===== src/rtl/serial_addsub_if.sv =====
// Operand/result bundle for the bit-serial adder/subtractor.
// The ovf signal exists only when SERIAL_ADDSUB_OVF_EN is defined.
interface serial_addsub_if #(
    parameter int WIDTH = 8
);
    logic             start;
    logic             mode;
    logic [WIDTH-1:0] a;
    logic [WIDTH-1:0] b;
    logic             busy;
    logic             done;
    logic [WIDTH-1:0] result;
    logic             cout;
`ifdef SERIAL_ADDSUB_OVF_EN
    logic             ovf;
`endif

`ifdef SERIAL_ADDSUB_OVF_EN
    modport master (output start, mode, a, b, input busy, done, result, cout, ovf);
    modport slave  (input start, mode, a, b, output busy, done, result, cout, ovf);
`else
    modport master (output start, mode, a, b, input busy, done, result, cout);
    modport slave  (input start, mode, a, b, output busy, done, result, cout);
`endif
endinterface


===== src/rtl/serial_addsub.sv =====
// Bit-serial adder/subtractor: one full-adder/subtractor cell plus a carry/borrow
// flop, one bit per clock, LSB first. Optional two's-complement overflow output
// is enabled by defining SERIAL_ADDSUB_OVF_EN.
//
//  state | meaning
//  IDLE  | waiting for start; operands latched on the accepting edge
//  RUN   | shifting one bit per clock, WIDTH clocks
//  DONE  | one-cycle done pulse; result/cout valid
module serial_addsub #(
    parameter int WIDTH = 8
) (
    input  logic            clk,
    input  logic            rst_n,
    serial_addsub_if.slave  bus
);
    localparam int CW = (WIDTH > 2) ? $clog2(WIDTH) : 1;

    typedef enum logic [1:0] {IDLE, RUN, DONE} state_t;

    state_t           state;
    state_t           state_nxt;
    logic [WIDTH-1:0] sh_a;
    logic [WIDTH-1:0] sh_b;
    logic [WIDTH-1:0] res_q;
    logic             sub_mode;
    logic             carry;
    logic             cout_q;
    logic [CW-1:0]    cnt;
    logic             last;
    logic             abit;
    logic             bbit;
    logic             sbit;
    logic             c_nxt;
`ifdef SERIAL_ADDSUB_OVF_EN
    logic             ovf_q;
`endif

    assign last = (cnt == CW'(WIDTH - 1));
    assign abit = sh_a[0];
    assign bbit = sh_b[0];

    // Single full-adder / full-subtractor cell.
    always_comb begin
        sbit  = abit ^ bbit ^ carry;
        c_nxt = sub_mode ? ((~abit & bbit) | (~(abit ^ bbit) & carry))
                         : ((abit & bbit) | (carry & (abit ^ bbit)));
    end

    // State register.
    always_ff @(posedge clk or negedge rst_n) begin
        if (!rst_n) state <= IDLE;
        else        state <= state_nxt;
    end

    // Next-state logic; start outside IDLE is ignored.
    always_comb begin
        state_nxt = state;
        case (state)
            IDLE:    if (bus.start) state_nxt = RUN;
            RUN:     if (last)      state_nxt = DONE;
            DONE:    state_nxt = IDLE;
            default: state_nxt = IDLE;
        endcase
    end

    // Operand shift registers, result shift-in at the MSB, carry flop and bit counter.
    always_ff @(posedge clk or negedge rst_n) begin
        if (!rst_n) begin
            sh_a     <= '0;
            sh_b     <= '0;
            res_q    <= '0;
            sub_mode <= 1'b0;
            carry    <= 1'b0;
            cout_q   <= 1'b0;
            cnt      <= '0;
`ifdef SERIAL_ADDSUB_OVF_EN
            ovf_q    <= 1'b0;
`endif
        end else if (state == IDLE) begin
            if (bus.start) begin
                sh_a     <= bus.a;
                sh_b     <= bus.b;
                sub_mode <= bus.mode;
                carry    <= 1'b0;
                cnt      <= '0;
`ifdef SERIAL_ADDSUB_OVF_EN
                ovf_q    <= 1'b0;
`endif
            end
        end else if (state == RUN) begin
            sh_a  <= sh_a >> 1;
            sh_b  <= sh_b >> 1;
            res_q <= {sbit, res_q[WIDTH-1:1]};
            carry <= c_nxt;
            cnt   <= cnt + CW'(1);
            if (last) begin
                cout_q <= c_nxt;
`ifdef SERIAL_ADDSUB_OVF_EN
                // carry currently holds the carry into the MSB.
                ovf_q  <= carry ^ c_nxt;
`endif
            end
        end
    end

    assign bus.busy   = (state != IDLE);
    assign bus.done   = (state == DONE);
    assign bus.result = res_q;
    assign bus.cout   = cout_q;
`ifdef SERIAL_ADDSUB_OVF_EN
    assign bus.ovf    = ovf_q;
`endif

endmodule


===== src/flat_wrapper.sv =====
// flat-port wrapper written by rule: the top's interface ports become plain ports
module serial_addsub_flat 
#(
    parameter int WIDTH = 8
)
  (clk, rst_n, bus_start, bus_mode, bus_a, bus_b, bus_busy, bus_done, bus_result, bus_cout);
  serial_addsub_if #(.WIDTH(WIDTH)) bus_i ();
  input  logic clk;
  input  logic rst_n;
  input wire logic [$bits(bus_i.start)-1:0] bus_start;
  input wire logic [$bits(bus_i.mode)-1:0] bus_mode;
  input wire logic [$bits(bus_i.a)-1:0] bus_a;
  input wire logic [$bits(bus_i.b)-1:0] bus_b;
  output wire logic [$bits(bus_i.busy)-1:0] bus_busy;
  output wire logic [$bits(bus_i.done)-1:0] bus_done;
  output wire logic [$bits(bus_i.result)-1:0] bus_result;
  output wire logic [$bits(bus_i.cout)-1:0] bus_cout;
  assign bus_i.start = bus_start;
  assign bus_i.mode = bus_mode;
  assign bus_i.a = bus_a;
  assign bus_i.b = bus_b;
  assign bus_busy = bus_i.busy;
  assign bus_done = bus_i.done;
  assign bus_result = bus_i.result;
  assign bus_cout = bus_i.cout;
  serial_addsub #(.WIDTH(WIDTH)) u_core (.clk(clk), .rst_n(rst_n), .bus(bus_i));
endmodule

===== config.mk =====
export PLATFORM = sky130hd
export DESIGN_NAME = serial_addsub_flat
export DESIGN_NICKNAME = d
export VERILOG_FILES = /design/src/rtl/serial_addsub_if.sv /design/src/rtl/serial_addsub.sv /design/src/flat_wrapper.sv
export SDC_FILE = /design/constraint.sdc
export NUM_CORES = 1
export LEC_CHECK = 0
export BUFFER_PORTS_ARGS = -buffer_cell sky130_fd_sc_hd__buf_2
export CAP_MARGIN = 20
export CORE_ASPECT_RATIO = 0.7
export CORE_MARGIN = 10
export CORE_UTILIZATION = 50
export DETAILED_ROUTE_END_ITERATION = 7
export PLACE_DENSITY = 0.74
export SLEW_MARGIN = 25
export SYNTH_ARGS = -nofsm -noshare
export SYNTH_HDL_FRONTEND = slang
export SYNTH_SLANG_ARGS = --single-unit

===== constraint.sdc =====
create_clock -name clk -period 2.1 [get_ports clk]
set_clock_uncertainty 0.2 [all_clocks]
set_input_delay 0.42 -clock clk [delete_from_list [all_inputs] [get_ports clk]]
set_output_delay 0.42 -clock clk [all_outputs]
set_load 0.1 [all_outputs]

# Word-level counts from Yosys, hierarchy flattened
# Index checks and enable logic that the tools add are counted.
[word_totals] reg_bits=32 in_bits=20 output_inout_bits=11 elab_cells=49
[op_classes] addsub=1 n_eq_ne=5 n_mux=16 bitwise=11 n_reduce_logical=8
[op_table] operator="2-to-1 mux 8 bit" count=6
[op_table] operator="2-to-1 mux 3 bit" count=3
[op_table] operator="AND reduction 2 bit" count=4
[op_table] operator="bitwise AND 1 bit" count=4
[op_table] operator="2-to-1 mux 1 bit" count=4
[op_table] operator="2-to-1 mux 2 bit" count=2
[op_table] operator="case mux 2 bit (2 select lines)" count=1
[op_table] operator="nonzero test 2 bit" count=2
[op_table] operator="adder 3 x 1 -> 3 bit (second input constant)" count=1
[op_table] operator="== test 3 bit (second input constant)" count=1
[op_table] operator="NOT 1 bit" count=3
[op_table] operator="AND reduction 3 bit" count=1
[op_table] operator="== test 2 x 1 -> 1 bit (second input constant)" count=1
[op_table] operator="== test 2 bit (second input constant)" count=1
[op_table] operator="logical NOT 2 bit" count=1
[op_table] operator="!= test 2 x 1 -> 1 bit (second input constant)" count=1
[op_table] operator="!= test 2 bit (second input constant)" count=1
[op_table] operator="bitwise OR 1 bit" count=2
[op_table] operator="XOR 1 bit" count=2

# Depth between registers and ports, before layout
# Gate-level depths: netlist of run 1.
[logic_depth] depth_word=7 depth_mapped=6 ltp_nobuf=4

# Worst setup path before layout of run 1
# OpenSTA, ideal clock, no wires.
[synth_path] kind="reg2out" startpoint="reg u_core.state[1]" endpoint="out bus_done" t_arrival_ps=1937 t_required_ps=1480 setup_slack_ps=-457 stages_incl_launch_ff=4 path_buffers=1 cell_sequence="dfrtp_1 inv_2 buf_2 nor2_1"
[synth_via] elab_chain_len=1
[synth_lines] element="start: declaration" line_no="serial_addsub.sv:20" rtl="state_t state;"
[synth_lines] element="start signal: assignment" line_no="serial_addsub.sv:52" rtl="else state <= state_nxt;"
[synth_lines] element="== test 2 bit" line_no="serial_addsub.sv:107" rtl="assign bus.done = (state == DONE);"
[synth_lines] element="end: declaration" line_no="flat_wrapper.sv:15" rtl="output wire logic [$bits(bus_i.done)-1:0] bus_done;"
# No other way between the ends.

# Worst setup path after layout of run 1
[layout_path] startpoint="reg u_core.state[0]" endpoint="out bus_busy"
[layout_via] elab_chain_len=1
[layout_lines] element="nonzero test 2 bit" line_no="serial_addsub.sv:106" rtl="assign bus.busy = (state != IDLE);"
[layout_lines] element="end: declaration" line_no="flat_wrapper.sv:14" rtl="output wire logic [$bits(bus_i.busy)-1:0] bus_busy;"
# No other way between the ends.

==> results of run 1 <==
[layout by cell type (no fill, tap or decap)]
cell           instances
clkbuf_8               7
inv_1                  2
nor2b_1                1
nand2b_1               3
fa_1                   2
o21ai_0                2
a21oi_1                9
mux2_1                 1
a22o_1                 2
nand3_1                1
ha_1                   2
a32o_1                 1
nand2_1               26
o221a_1                1
dlygate4sd3_1          1
dfrtp_1               32
nor2_2                 3
o22ai_1               19
and2_1                 1
mux2i_1                1
nor2_1                 1
a2bb2oi_1              7
o21ai_1                2
nand3b_1               1
buf_2                 29
buf_4                  2
inv_2                  2
o21bai_1               1
[through the flow]
step	cell area [sq um]	hold WS, ns	total power, mW
6_report	1670	0.153	3.21
3_3_place_gp	1560	0.253	2.66
5_1_grt	1670	0.163	3.42
4_1_cts	1670	0.148	3.23
2_1_floorplan	1410	-0.0756	2.44
3_5_place_dp	1560	0.265	2.71
[cells by family after synthesis]
group,count (synthesis)
AOI/OAI and AO/OA,44
and+or+nand+nor,37
DFF,32
buffers and inverters,12
adders and majority gates,4
muxes,2
[synth_stat cells (2+ instances only)]
cell type and n:
inv_2 2, ha_1 2, nand2b_1 3, buf_2 5, fa_1 2, nor2_1 2, o22ai_1 19, buf_4 2
nor2_2 2, a2bb2oi_1 7, a22o_1 2, inv_1 2, a21oi_1 9, dfrtp_1 32, nand2_1 26, o21ai_0 2
o21ai_1 2
[sequential cells by signal (all words and copies together) (netlist names)]
signal,count
u_core.bus.result,8
u_core.sh_a,8
u_core.sh_b,8
u_core.cnt,3
u_core.state,2
u_core.bus.cout,1
u_core.carry,1
u_core.sub_mode,1
[power groups by stage]
stage | Combinational, mW | Clock [mW] | Sequential (mW)
after floorplan | 0.766 | 0 | 1.67
after global placement | 1.53 | 0 | 1.12
after detailed placement | 1.57 | 0 | 1.14
after CTS | 1.58 | 0.517 | 1.13
after global routing | 1.70 | 0.550 | 1.17
final | 1.56 | 0.507 | 1.13
[how the worst max path moves through the flow]
stage	slack, ns	cells after the start	end
after floorplan	0.01	3	bus_done
after global placement	0.35	3	bus_done
after detailed placement	0.31	3	bus_done
after CTS	0.08	3	bus_busy
after global routing	0.02	3	bus_busy
final	0.08	3	bus_busy
[metal layers]
| metal | routed length (microns) | share of wire | up-vias | GRT usage |
|---|---|---|---|---|
| li1 | - | - | 529 | - |
| met1 | 1460 | 0.48 | 489 | 0.145 |
| met2 | 1320 | 0.43 | 38 | 0.171 |
| met3 | 237 | 0.078 | 4 | 0.0684 |
| met4 | 23 | 0.0075 | 0 | 0.0254 |
| met5 | 0 | 0 | - | 0 |
[final cells by class]
class | instances | area (sq um) | area share
tap | 34 | 42.5 | 0.0255
clock buffer | 7 | 96.3 | 0.0578
inverter | 4 | 15.0 | 0.00901
multi-input combinational | 87 | 542 | 0.325
timing repair buffer | 32 | 170 | 0.102
sequential | 32 | 801 | 0.480
[repair_timing]
item / 4_1_cts / 5_1_grt
hold buffers: 1 / 0
hold endpoints to repair: 2 / 0
setup endpoints to repair: 1 / 0
gates resized for setup: 1 / 0
==> impl_metrics.tcl, run 1 <==
set metrics [dict create \
    status "finished clean" \
    seq_power_share 0.354 \
    crit_slowest_cell "dfrtp_1" \
    setup_violations 0 \
    syn2layout_area_growth_pct 18.5 \
    nFillCells 214 \
    synth_area_per_cell_sq_um 10.7 \
    synth-xor-area-share 0 \
    die_h_microns 64.4 \
    reg2reg_to "u_core.sh_a[0]" \
    dr.pass1.iters 4 \
    ir_drop_mv 1.02 \
    critPathMaxFanout 9 \
    max_freq_mhz 495 \
    synth_compound_area_frac 0.207 \
    initial_core_util 0.547 \
    clk_latency_ns 0.28 \
    worstSetupPathType "register to primary output" \
    cp.arrival_ns 1.40 \
    setup_ws_ns 0.0817 \
    synthCells 131 \
    gp_congestion 0.739 \
    yosys.cell_types.count 27 \
    slowest_delay_ns 0.51 \
    period_share 0.961 \
    synth_seq_area_share 0.569 \
    place_ws_ns 0.311 \
    drive_gt1_frac 0.265 \
    crit_buf_inv 2 \
    dieWidth_microns 83.4 \
    cts.sinks 32 \
    postRouteAntennaNets 0 \
    drt-total-wl_mm 3.05 \
    grt_overflow_total 0 \
    vias 1060 \
    yosys-top-cells-area "dfrtp_1, o22ai_1, nand2_1, a2bb2oi_1, a21oi_1" \
    worstMarginPinSlew_ns 0.700 \
    end_kind "primary output" \
    synth-async-reset-ratio 1.00 \
    post_cts_buffers 0 \
    synth_top_family_by_area "compound AO/OA/AOI/OAI gates" \
    synth_adder_area_share 0.0463 \
    crit_required_ns 1.48 \
    switching_share 0.486 \
    cts_buffers 5 \
    tns_ns 0 \
    period_needed_ns 2.02 \
    ios 31 \
    grt_use_total 0.117 \
    timing.reg2reg.setup_slack_ns 0.41 \
    p_int_mw 1.65 \
    yosys.area_share.simple 0.115 \
    yosys_most_used_dff "dfrtp_1" \
    clock_path_buffers 2 \
    drtIter0Drc 62 \
    maxSlewViolCount 0 \
    yosys_warnings 0 \
    hpwl_mm 2.21 \
    rsz0062_at_grt "false" \
    hp-class "primary input to register" \
    final_cells 196 \
    grt_max_degree 33 \
    synth_edf_count 0 \
    min_to "u_core.sub_mode" \
    num_rows 15 \
    drv_cap 0 \
    wl_per_cell_microns 15.6 \
    critPathLaunch "u_core.state[0]" \
    synthMuxAreaShare 0.0151 \
    dieArea_sq_um 5370 \
    synth_nets 155 \
    port_buffers 30 \
    syn_area_sq_um 1410 \
    min-delay-start "bus_mode" \
    hold_path_depth 2 \
    power.switching_mw 1.56 \
    cts_tree "yes" \
    grt_pass1_wl_mm 5.11 \
    yosysTopAreaCell "dfrtp_1" \
    drc_errors 0 \
    dp_cells 188 \
    path_delay_family "flip-flops" \
    antennaDiodeCount 0 \
    clockPowerShare 0.158 \
    hold_viol_final 0 \
    synth-seq-cells 32 \
    startpoint_type "register" \
    grt_pass1_vias 1070 \
    path_cells "nor2_2 -> inv_1 -> buf_2" \
    max_slew_margin 0.533 \
    root_buffer "clkbuf_8" \
    nets 186 \
    synth_top_cell_area_share 0.569 \
    core_area_sq_um 2570 \
    rr_startpoint "u_core.state[1]" \
    cellPowerDensity_nw_per_um2 1920 \
    via_per_inst 5.41 \
    worstRegToRegCells 3 \
    antenna_found_initial 0 \
    clkTransAtPathRegs_ns 0.06 \
    power_frac_comb 0.488 \
    htreeDepth 2 \
    utilization 0.648 \
    leakage_nw 0.802 \
]
Power figures use the tool's default switching activity.
==> run 2, diff against run 1 <==
- PLACE_DENSITY: 0.74 -> 0.75
==> impl_metrics.tcl, run 2 (same netlist as run 1, synthesis figures left out) <==
set metrics [dict create \
    top_layer_used "met4" \
    critPathMaxFanout 9 \
    cts_hold_buffers 0 \
    wl_met2_mm 1.42 \
    clkTransAtPathRegs_ns 0.07 \
    leakage_nw 0.813 \
    critPathLaunch "u_core.state[0]" \
    met1_length_mm 1.50 \
    vias 1101 \
    antenna_found_initial 0 \
    grt_max_degree 33 \
    failed_checks "hold timing" \
    nFillCells 206 \
    startpoint_type "register" \
    via_per_inst 5.62 \
    dp_cells 188 \
    dr.pass1.iters 4 \
    slowest_delay_ns 0.48 \
    clock_path_buffers 2 \
    cts.sinks 32 \
    core_area_sq_um 2570 \
    rsz0062_at_grt "false" \
    cts_tree "yes" \
    dieWidth_microns 83.4 \
    end_kind "primary output" \
    rr_startpoint "u_core.state[1]" \
    cellPowerDensity_nw_per_um2 1990 \
    hold_ws_ns -0.0260 \
    most-common-layout-cells "dfrtp_1, buf_2, nand2_1, o22ai_1, a21oi_1" \
    postRouteAntennaNets 0 \
    period_share 0.953 \
    crit_required_ns 1.48 \
    place_ws_ns 0.331 \
    post_cts_buffers 0 \
    crit_slowest_cell "dfrtp_1" \
    wl_per_cell_microns 16.2 \
    drive_gt1_frac 0.272 \
    clk_latency_ns 0.29 \
    final_cells 196 \
    gp_congestion 0.764 \
    nets 185 \
    cts_buffers 5 \
    period_needed_ns 2.00 \
    utilization 0.657 \
    drv_cap 0 \
    maxSlewViolCount 0 \
    die_h_microns 64.4 \
    syn2layout_area_growth_pct 20.1 \
    tns_ns 0 \
    grt_pass1_vias 1030 \
    drc_errors 0 \
    post_cts_resized 0 \
    final_common_cell "dfrtp_1" \
    path_cells "nor2_2 -> inv_1 -> clkbuf_4" \
    hpwl_mm 2.28 \
    drt-total-wl_mm 3.18 \
    ios 31 \
    grt_use_total 0.119 \
    dieArea_sq_um 5370 \
    hp-class "primary input to asynchronous set/reset pin" \
    root_buffer "clkbuf_8" \
    ir_drop_mv 0.816 \
    worstMarginPinSlew_ns 0.692 \
    drtIter0Drc 105 \
    setup_violations 0 \
    stdcell_area_sq_um 1690 \
    placed_area_sq_um 1560 \
    setup_ws_ns 0.0984 \
    max_slew_margin 0.539 \
    initial_core_util 0.547 \
    port_buffers 30 \
    grt_pass1_wl_mm 5.21 \
    antennaDiodeCount 0 \
    num_rows 15 \
    status "complete, but fails checks" \
    hold_viol_final 32 \
    cp.arrival_ns 1.38 \
    worstSetupPathType "register to primary output" \
    htreeDepth 2 \
    dr_wl_met3_microns 215 \
    grt_overflow_total 0 \
    max_freq_mhz 500 \
]
-- run 2: cell type report --
cell class	instances	area, sq um	area share
Clock buffer	7	96.3	0.0570
Inverter	4	15.0	0.00889
Multi-Input combinational cell	87	542	0.321
Sequential cell	32	801	0.474
Timing Repair Buffer	31	163	0.0963
Clock inverter	1	30.0	0.0178
Tap cell	34	42.5	0.0252
-- run 2: path summary, 6_finish.rpt --
kind / endpoint / slack, ns / cells past startpoint
worst max-delay path: bus_busy / 0.1 / 3
worst min register to register: u_core.bus.result[0] / 0.28 / 2
worst max register to register: u_core.sh_b[6] / 0.41 / 3
min in group clk: u_core.sub_mode / 0.14 / 2
max in group asynchronous: u_core.state[1] / 1.28 / 1
worst min-delay path: u_core.sh_a[2] / -0.03 / 1
-- run 2: power breakdown --
group | internal (mW) | total (mW) | switching, mW
Clock | 0.418 | 0.644 | 0.226
Sequential | 0.907 | 1.14 | 0.229
Combinational | 0.448 | 1.58 | 1.13
Total | 1.77 | 3.36 | 1.58
-- run 2: critical path, delay by kind of cell, from the launching register on --
kind,cells,cell delay (ns)
buffers and inverters,2,0.34
DFF,1,0.48
and+or+nand+nor,1,0.27
-- run 2: per-layer routing --
layer | vias up | global-route usage
li1 | 527 | -
met1 | 530 | 0.155
met2 | 35 | 0.168
met3 | 9 | 0.0481
met4 | 0 | 0.0508
met5 | - | 0
-- run 2: stage by stage --
stage          hold WS (ns)  power, mW
6_report            -0.0260       3.36
4_1_cts            0.000986       3.37
2_1_floorplan       -0.0756       2.44
3_5_place_dp          0.261       2.72
5_1_grt              0.0222       3.55
3_3_place_gp          0.255       2.66
==> run 3, diff against run 2 <==
- CORE_UTILIZATION: 50 -> 30
- PLACE_DENSITY: 0.75 -> 0.5
- SKIP_CTS_REPAIR_TIMING: default -> 1
- clock period: 2.1 -> 2.4 ns (I/O delays scaled with it)
==> impl_metrics.tcl, run 3 (same netlist as run 1, synthesis figures left out) <==
set metrics [dict create \
    status "finished clean" \
    die_h_microns 77.3 \
    htreeDepth 2 \
    clockPowerShare 0.177 \
    initial_core_util 0.318 \
    crit_slowest_cell "dfrtp_1" \
    stdcell_area_sq_um 1680 \
    end_kind "primary output" \
    cts_tree "yes" \
    drive_gt1_frac 0.261 \
    period_needed_ns 2.16 \
    wl_per_cell_microns 15.9 \
    ios 31 \
    max_freq_mhz 464 \
    multi_input_area_sq_um 542 \
    vias 1104 \
    reg2reg_to "u_core.bus.cout" \
    drv_cap 0 \
    most-common-layout-cells "dfrtp_1, buf_2, nand2_1, o22ai_1, a21oi_1" \
    hold_viol_final 0 \
    tns_ns 0 \
    period_share 0.899 \
    crit_required_ns 1.72 \
    p_int_mw 1.48 \
    grt_max_degree 33 \
    antenna_found_initial 0 \
    num_rows 20 \
    switching_share 0.484 \
    placed_area_sq_um 1580 \
    hpwl_mm 2.49 \
    regArea_sq_um 801 \
    drt-total-wl_mm 3.44 \
    port_buffers 30 \
    hold_ws_ns 0.0520 \
    rsz0062_at_grt "false" \
    antennaDiodeCount 0 \
    root_buffer "clkbuf_8" \
    worstMarginPinSlew_ns 0.727 \
    startpoint_type "register" \
    gp_congestion 0.769 \
    core_area_sq_um 4430 \
    syn2layout_area_growth_pct 19.8 \
    finalPower_mw 2.87 \
    dr.pass1.iters 4 \
    clkTransAtPathRegs_ns 0.06 \
    clk_latency_ns 0.29 \
    grt_pass1_wl_mm 5.69 \
    cellPowerDensity_nw_per_um2 1710 \
    cts.sinks 32 \
    critPathMaxFanout 14 \
    cts_buffers 5 \
    grt_overflow_total 0 \
    worstRegToRegCells 3 \
    grt_pass1_vias 1124 \
    leakage_nw 0.799 \
    maxSlewViolCount 0 \
    worstSetupPathType "register to primary output" \
    path_delay_family "buffers and inverters" \
    nFillCells 457 \
    cp.arrival_ns 1.48 \
    grt_use_total 0.0928 \
    setup_violations 0 \
    power.switching_mw 1.39 \
    power_frac_comb 0.475 \
    nets 184 \
    drc_errors 0 \
    ir_drop_mv 0.625 \
    via_per_inst 5.11 \
    drtIter0Drc 38 \
    slowest_delay_ns 0.47 \
    rr_startpoint "u_core.state[0]" \
    path_cells "inv_2 -> nor2_2 -> buf_2" \
    seq_power_share 0.347 \
    dieWidth_microns 102 \
    timing.reg2reg.setup_slack_ns 0.58 \
    postRouteAntennaNets 0 \
    crit_buf_inv 2 \
    hp-class "primary input to asynchronous set/reset pin" \
    max_slew_margin 0.515 \
    clock_path_buffers 2 \
    dieArea_sq_um 7870 \
    final_common_cell "dfrtp_1" \
]
==> run 3: cell types whose count changed in the layout (fill, tap and decap cells not counted) <==
cell and change:
buf_2 +2, buf_4 -1, clkbuf_1 +1, clkbuf_4 -2, clkbuf_8 -2, clkinv_2 +1
==> run 3: metal layers <==
metal  routed length (microns)  track usage  part of all wire
met1                      1600        0.119              0.47
met4                        56       0.0421             0.016
met5                         0            0                 0
met2                      1590        0.130              0.46
met3                       190       0.0403             0.055
==> run 3: how the worst max path moves through the flow <==
stage	slack (ns)	end	from	cells after the start
3_3_place_gp	0.56	bus_done	u_core.state[1]	3
3_5_place_dp	0.55	bus_done	u_core.state[1]	3
6_report	0.24	bus_done	u_core.state[1]	3
2_1_floorplan	0.25	bus_done	u_core.state[1]	3
4_1_cts	0.23	bus_done	u_core.state[1]	3
5_1_grt	0.15	bus_done	u_core.state[1]	3
==> run 3: layout make-up <==
cell class | instances | area share
Clock buffer | 6 | 0.0431
Clock inverter | 2 | 0.0208
Inverter | 4 | 0.00892
Multi-Input combinational cell | 87 | 0.322
Sequential cell | 32 | 0.475
Tap cell | 55 | 0.0409
Timing Repair Buffer | 30 | 0.0892
==> run 3: power by group through the flow <==
stage	Sequential, mW	Clock, mW	Combinational [mW]
after floorplan	1.46	0	0.670
after CTS	1.00	0.521	1.39
after global routing	1.04	0.546	1.50
after global placement	0.992	0	1.35
final	0.998	0.509	1.37
after detailed placement	1.01	0	1.38
==> run 3: metrics by stage <==
step                worst slack (ns)  utilization  cells
floorplan                      0.250            -    131
global placement               0.563        0.356    208
detailed placement             0.551        0.356    208
CTS                            0.230        0.380    216
global route                   0.151        0.380    216
finish                         0.243        0.380    216
